File: src/rtl/lsu_ctrl.sv
// Load/store controller: one request at a time, drives byte-addressable memory,
// splits misaligned half/word accesses into byte operations and extends loads.
module lsu_ctrl (
    input  logic        clk,
    input  logic        rst_n,
    input  logic        req_valid,
    output logic        req_ready,
    input  logic        req_we,
    input  logic [2:0]  req_funct3,
    input  logic [31:0] req_addr,
    input  logic [31:0] req_wdata,
    output logic        resp_valid,
    output logic [31:0] resp_rdata,
    output logic        resp_err,
    output logic [31:0] mem_a,
    output logic [31:0] mem_wd,
    output logic        mem_we,
    output logic [2:0]  mem_ctl,
    input  logic [31:0] mem_rd
);

    typedef enum logic [1:0] {IDLE, ISSUE, CAPTURE, RESP} state_t;

    state_t      state_q, state_d;
    logic        we_q, err_q;
    logic [2:0]  f3_q;
    logic [31:0] addr_q, wdata_q, asm_q;
    logic [1:0]  idx_q;

    logic        req_legal, aligned, last_op, active;
    logic [1:0]  last_idx;
    logic [4:0]  lane_sh;
    logic [31:0] ext;

    always_comb begin
        req_legal = 1'b0;
        case (req_funct3)
            3'b000, 3'b001, 3'b010, 3'b100, 3'b101: req_legal = 1'b1;
            default:                                req_legal = 1'b0;
        endcase
    end

    // Only legal sizes ever reach ISSUE/CAPTURE, so 2'b11 needs no special case.
    always_comb begin
        aligned  = 1'b1;
        last_idx = 2'd0;
        case (f3_q[1:0])
            2'b01: begin aligned = ~addr_q[0];          last_idx = 2'd1; end
            2'b10: begin aligned = (addr_q[1:0] == 2'b00); last_idx = 2'd3; end
            default: begin aligned = 1'b1;              last_idx = 2'd0; end
        endcase
    end

    assign last_op = aligned || (idx_q == last_idx);
    assign active  = (state_q == ISSUE) || (state_q == CAPTURE);
    assign lane_sh = {idx_q, 3'b000};

    always_ff @(posedge clk or negedge rst_n) begin
        if (!rst_n) state_q <= IDLE;
        else        state_q <= state_d;
    end

    always_comb begin
        state_d = state_q;
        case (state_q)
            IDLE:    if (req_valid) state_d = req_legal ? ISSUE : RESP;
            ISSUE:   if (!we_q)       state_d = CAPTURE;
                     else if (last_op) state_d = RESP;
            CAPTURE: state_d = last_op ? RESP : ISSUE;
            RESP:    state_d = IDLE;
            default: state_d = IDLE;
        endcase
    end

    always_ff @(posedge clk or negedge rst_n) begin
        if (!rst_n) begin
            we_q    <= 1'b0;
            err_q   <= 1'b0;
            f3_q    <= 3'b000;
            addr_q  <= 32'h0;
            wdata_q <= 32'h0;
            asm_q   <= 32'h0;
            idx_q   <= 2'd0;
        end else begin
            case (state_q)
                IDLE: if (req_valid) begin
                    we_q    <= req_we;
                    err_q   <= ~req_legal;
                    f3_q    <= req_funct3;
                    addr_q  <= req_addr;
                    wdata_q <= req_wdata;
                    asm_q   <= 32'h0;
                    idx_q   <= 2'd0;
                end
                ISSUE: if (we_q && !last_op) idx_q <= idx_q + 2'd1;
                CAPTURE: begin
                    if (aligned) begin
                        case (f3_q[1:0])
                            2'b00:   asm_q <= {24'h0, mem_rd[7:0]};
                            2'b01:   asm_q <= {16'h0, mem_rd[15:0]};
                            default: asm_q <= mem_rd;
                        endcase
                    end else begin
                        asm_q[lane_sh +: 8] <= mem_rd[7:0];
                    end
                    if (!last_op) idx_q <= idx_q + 2'd1;
                end
                default: ;
            endcase
        end
    end

    always_comb begin
        case (f3_q[1:0])
            2'b00:   ext = f3_q[2] ? {24'h0, asm_q[7:0]}  : {{24{asm_q[7]}}, asm_q[7:0]};
            2'b01:   ext = f3_q[2] ? {16'h0, asm_q[15:0]} : {{16{asm_q[15]}}, asm_q[15:0]};
            default: ext = asm_q;
        endcase
    end

    assign req_ready  = (state_q == IDLE);
    assign resp_valid = (state_q == RESP);
    assign resp_err   = resp_valid && err_q;
    assign resp_rdata = (resp_valid && !we_q && !err_q) ? ext : 32'h0;

    // Split operations walk one byte lane at a time; aligned ones pass through whole.
    assign mem_a   = (active && !aligned) ? addr_q + {30'h0, idx_q} : addr_q;
    assign mem_ctl = (active && aligned) ? {1'b0, f3_q[1:0]} : 3'b000;
    assign mem_wd  = aligned ? wdata_q : {24'h0, wdata_q[lane_sh +: 8]};
    assign mem_we  = (state_q == ISSUE) && we_q;

endmodule

File: config.mk
export PLATFORM = sky130hd
export DESIGN_NAME = lsu_ctrl
export DESIGN_NICKNAME = d
export VERILOG_FILES = /design/src/rtl/lsu_ctrl.sv
export SDC_FILE = /design/constraint.sdc
export NUM_CORES = 1
export LEC_CHECK = 0
export BUFFER_PORTS_ARGS = -buffer_cell sky130_fd_sc_hd__buf_2
export CAP_MARGIN = 20
export CELL_PAD_IN_SITES_DETAIL_PLACEMENT = 0
export CELL_PAD_IN_SITES_GLOBAL_PLACEMENT = 2
export CORE_ASPECT_RATIO = 1.2
export CORE_MARGIN = 2
export CORE_UTILIZATION = 31
export CTS_CLUSTER_SIZE = 10
export DETAILED_ROUTE_END_ITERATION = 6
export PLACE_DENSITY_LB_ADDON = 0.1
export SLEW_MARGIN = 20
export SYNTH_ARGS = -nofsm -noshare
export SYNTH_HDL_FRONTEND = slang
export SYNTH_SLANG_ARGS = --single-unit
File: constraint.sdc
create_clock -name clk -period 3.4 [get_ports clk]
set_input_delay 0.68 -clock clk [delete_from_list [all_inputs] [get_ports clk]]
set_output_delay 0.68 -clock clk [all_outputs]
set_load 0.03 [all_outputs]
==> impl_summary.log <==
INFO  metric dp_hpwl = 14.4 mm
INFO  metric synth_cell_types = 54
INFO  metric final_period_minus_worst_setup_slack = 3.25 ns
INFO  metric critical_path_peak_fanout = 8
INFO  metric drt_pre_antenna_iters = 4
INFO  metric via_count_of_the_first_global_routing_pass = 5509
INFO  metric die_w = 132 µm
INFO  metric mappedNetlistNets = 720
INFO  metric cts_bufs_inserted = 9
INFO  metric hold_path_class = input port to asynchronous set/reset pin
INFO  metric leakagePower = 3.76 nW
INFO  metric setup_viol = 0
INFO  metric clk_pin_slew = 0.08 ns
INFO  metric synth-xor-area-share = 4.42%
INFO  metric synth_flop_cell = dfrtp_1
INFO  metric synth.yosys.warnings = 0
INFO  metric io-pin-count = 206
INFO  metric irDropWorstVdd = 0.466 mV
INFO  metric vias = 5360
INFO  metric share_of_synthesized_area_spent_on_multiplexers = 14.3%
INFO  metric synth-adder-area-share = 3.18%
INFO  metric synth-compound-area-share = 13.3%
INFO  metric globalRouteOverflowTotal = 0
INFO  metric numClockSinks = 105
INFO  metric worst-setup-path-type = flop to output port
INFO  metric synth.cell_area = 0.00614 mm²
INFO  metric postSynthRegisterBits = 105
INFO  metric wire_length_of_the_first_global_routing_pass = 30.3 mm
INFO  metric drc = 0
INFO  metric synthCells = 602
INFO  metric largest_family_of_logic_cells_by_synthesized_area = simple AND/OR/NAND/NOR gates
INFO  metric io_buffers = 204
INFO  metric critical_path.endpoint_type = output port
INFO  metric cp.required = 2.72 ns
INFO  metric synth_edf_count = 0
INFO  metric placedCellCount = 1049
INFO  metric clock_path_buffers = 2
INFO  metric tritoncts = done
INFO  metric antenna_found_initial = 2
INFO  metric rrSetupSlack = 0.84 ns
INFO  metric clock_insertion_delay_at_the_later_pin_of_the_skew_report = 0.35 ns
INFO  metric timing.slew.headroom = 50.9%
INFO  metric ctsHtreeMaxLevel = 3
INFO  metric utilization = 40.9%
INFO  metric synth.yosys.seq_area_share = 42.8%
INFO  metric arrival_time_of_the_worst_setup_path = 2.57 ns
INFO  metric dieArea = 0.0210 mm²
INFO  metric power_density = 1160 mW/mm²
INFO  metric drtIter0Drc = 187
INFO  metric layout_worst_path_cycle_share = 95.5%
INFO  metric grt_setup_unrepaired = no
INFO  metric initial_core_util = 31.5%
INFO  metric setup.worst_path.start_class = flop
INFO  metric global_route.usage.total = 18.5%
INFO  metric async_reset_ff_share = 100%
INFO  metric finalWirelength = 19.6 mm
INFO  metric synth-simple-area-share = 18.8%
INFO  metric regToRegStartpoint = idx_q[0]
INFO  metric maxSlewViolCount = 0
INFO  metric clk_root_buffer_cell = clkbuf_16
INFO  metric core = 0.0195 mm²
INFO  metric postCtsHoldBufs = 0
INFO  metric worst-r2r-cell-count = 8
INFO  metric gp_congestion = 0.837
INFO  metric fillerInstances = 2053
INFO  metric crit_end = mem_a[31]
INFO  metric grt_start_max_net_pins = 55
INFO  metric wl_per_cell = 18.2 µm
INFO  metric avgViaCountPerCell = 4.99
INFO  metric finClkSkew = 0.00935 ns
INFO  metric synth.avg_cell_area = 10.2 µm²
INFO  metric cap_viol_max_count = 0
INFO  metric std_cell_rows = 56
INFO  metric fmax = 308 MHz
INFO  metric final-instance-count-excl-fill = 1075
INFO  metric beginning_of_the_critical_path = state_q[0]
INFO  metric hold_viol = 0
INFO  metric status = finished clean
INFO  metric drive_above_1_share = 43.0%
INFO  metric area_delta_synth_final = 29.7%
INFO  metric floorplan.die.height = 158 µm
INFO  metric nets = 924
INFO  metric rr_endpoint = asm_q[11]
INFO  metric tightest_slew = 0.737 ns
INFO  metric route.antenna.remaining_nets = 0
==> cell type report <==
type                    instances  area [µm²]  area share [%]
clock inverters                 7        77.6           0.974
flip-flops and latches        105        2630            33.0
well taps                     261         327            4.10
clock buffers                   9         225            2.83
repair buffers                228        1240            15.6
inverters                      11        41.3           0.519
diodes                          3        7.51          0.0943
multi-input cells             451        3420            42.9
==> cell usage in the layout (no fill, tap or decap), types with 3 or more instances in the layout <==
| cell type | count |
|---|---|
| buf_2 | 198 |
| dfrtp_1 | 104 |
| mux2_2 | 77 |
| nand3_1 | 44 |
| and2_1 | 36 |
| a21oi_1 | 35 |
| nand2_1 | 34 |
| and3_1 | 31 |
| o21ai_0 | 26 |
| buf_4 | 25 |
| a22o_1 | 24 |
| xnor2_1 | 19 |
| o21a_1 | 16 |
| nand4_1 | 13 |
| ha_1 | 12 |
| o21ai_1 | 11 |
| nor2_1 | 9 |
| clkbuf_16 | 9 |
| inv_1 | 8 |
| a22oi_1 | 8 |
| xnor2_2 | 7 |
| xor2_1 | 5 |
| nor3_1 | 4 |
| diode_2 | 3 |
| and4_1 | 3 |
| buf_6 | 3 |
==> flip-flops by register name, indices dropped and copies added, names as in the netlist <==
register and cells:
addr_q 32, asm_q 32, err_q 1, f3_q 3
idx_q 2, state_q 2, wdata_q 32, we_q 1
==> worst min-delay path by stage <==
stage,start,end,slack [ns],cells after the start
floorplan,rst_n,addr_q[0],0.38,0
global placement,asm_q[13],asm_q[13],0.47,2
detailed placement,asm_q[13],asm_q[13],0.47,2
CTS,rst_n,asm_q[13],0.40,1
global route,rst_n,asm_q[13],0.43,1
finish,rst_n,asm_q[13],0.36,1
==> synthesized netlist by cell type (2+ instances only) <==
cell	number	share of area (%)
xnor2_1	26	3.7
xor2_1	5	0.71
nand4_1	13	1.3
nand3_1	45	3.7
ha_1	14	2.9
dfrtp_1	105	43
and3_1	31	3.2
nor3b_1	2	0.24
buf_1	7	0.43
and4_1	3	0.43
and2_1	36	3.7
clkbuf_1	18	1.1
nand2_1	35	2.1
nand3b_1	2	0.24
a21oi_1	35	2.9
nand2b_1	2	0.20
o21a_1	16	2.0
o21ai_0	26	2.1
o21ai_1	11	0.90
nor2_1	10	0.61
mux2_2	77	14
a22o_1	24	3.4
and3_4	2	0.37
inv_1	9	0.55
a22oi_1	8	0.98
nor3_1	5	0.41
buf_2	8	0.65
==> through the flow <==
stage               setup TNS [ns]  setup slack, ns  cell area, µm²  total power, mW  hold slack, ns
floorplan                        0           0.0690            6190             6.39           0.384
global placement                 0            0.243            7540             8.04           0.468
detailed placement               0           0.0700            7540             8.09           0.471
CTS                        -0.0108          -0.0108            7920             9.30           0.400
global route                     0           0.0167            7960             9.89           0.425
finish                           0            0.153            7960             9.23           0.363
==> what timing repair did <==
| item | in CTS | in global routing |
|---|---|---|
| resized for setup | 11 | 9 |
| pin swaps | 8 | 3 |
| cloned | 0 | 0 |
| endpoints found under the hold margin | 0 | 0 |
| setup endpoints to repair | 18 | 24 |
| buffers inserted | 6 | 1 |
==> where the power goes <==
part           total [mW]  leakage [nW]  internal, mW  switching [mW]
Clock                1.08         0.146         0.578           0.498
Combinational        5.74          2.32          2.10            3.64
Sequential           2.41          1.30          1.86           0.550
==> critical path: stages (launching register included) <==
cell,delay (ns)
dfrtp_2,0.41
inv_1,0.10
ha_4,0.31
and2_1,0.18
nand4_1,0.21
nor4b_4,0.31
buf_6,0.17
nand4_1,0.12
xnor2_1,0.19
clkbuf_4,0.22
==> cell families after synthesis <==
kind of cell | count (synthesis)
other cells | 1
buf+inv | 46
mux | 78
fa+ha+maj | 15
simple gates | 199
flops | 105
compound gates | 127
xor+xnor | 31
==> per-layer routing <==
layer	wire, µm	vias up	part of all wire, %	GRT usage [%]
met1	8550	2603	44	23.3
met3	940	28	4.8	3.59
li1	-	2574	-	-
met4	481	0	2.5	6.96
met5	0	-	0	0
met2	9620	155	49	31.5
(Power assumes the default switching activity.)
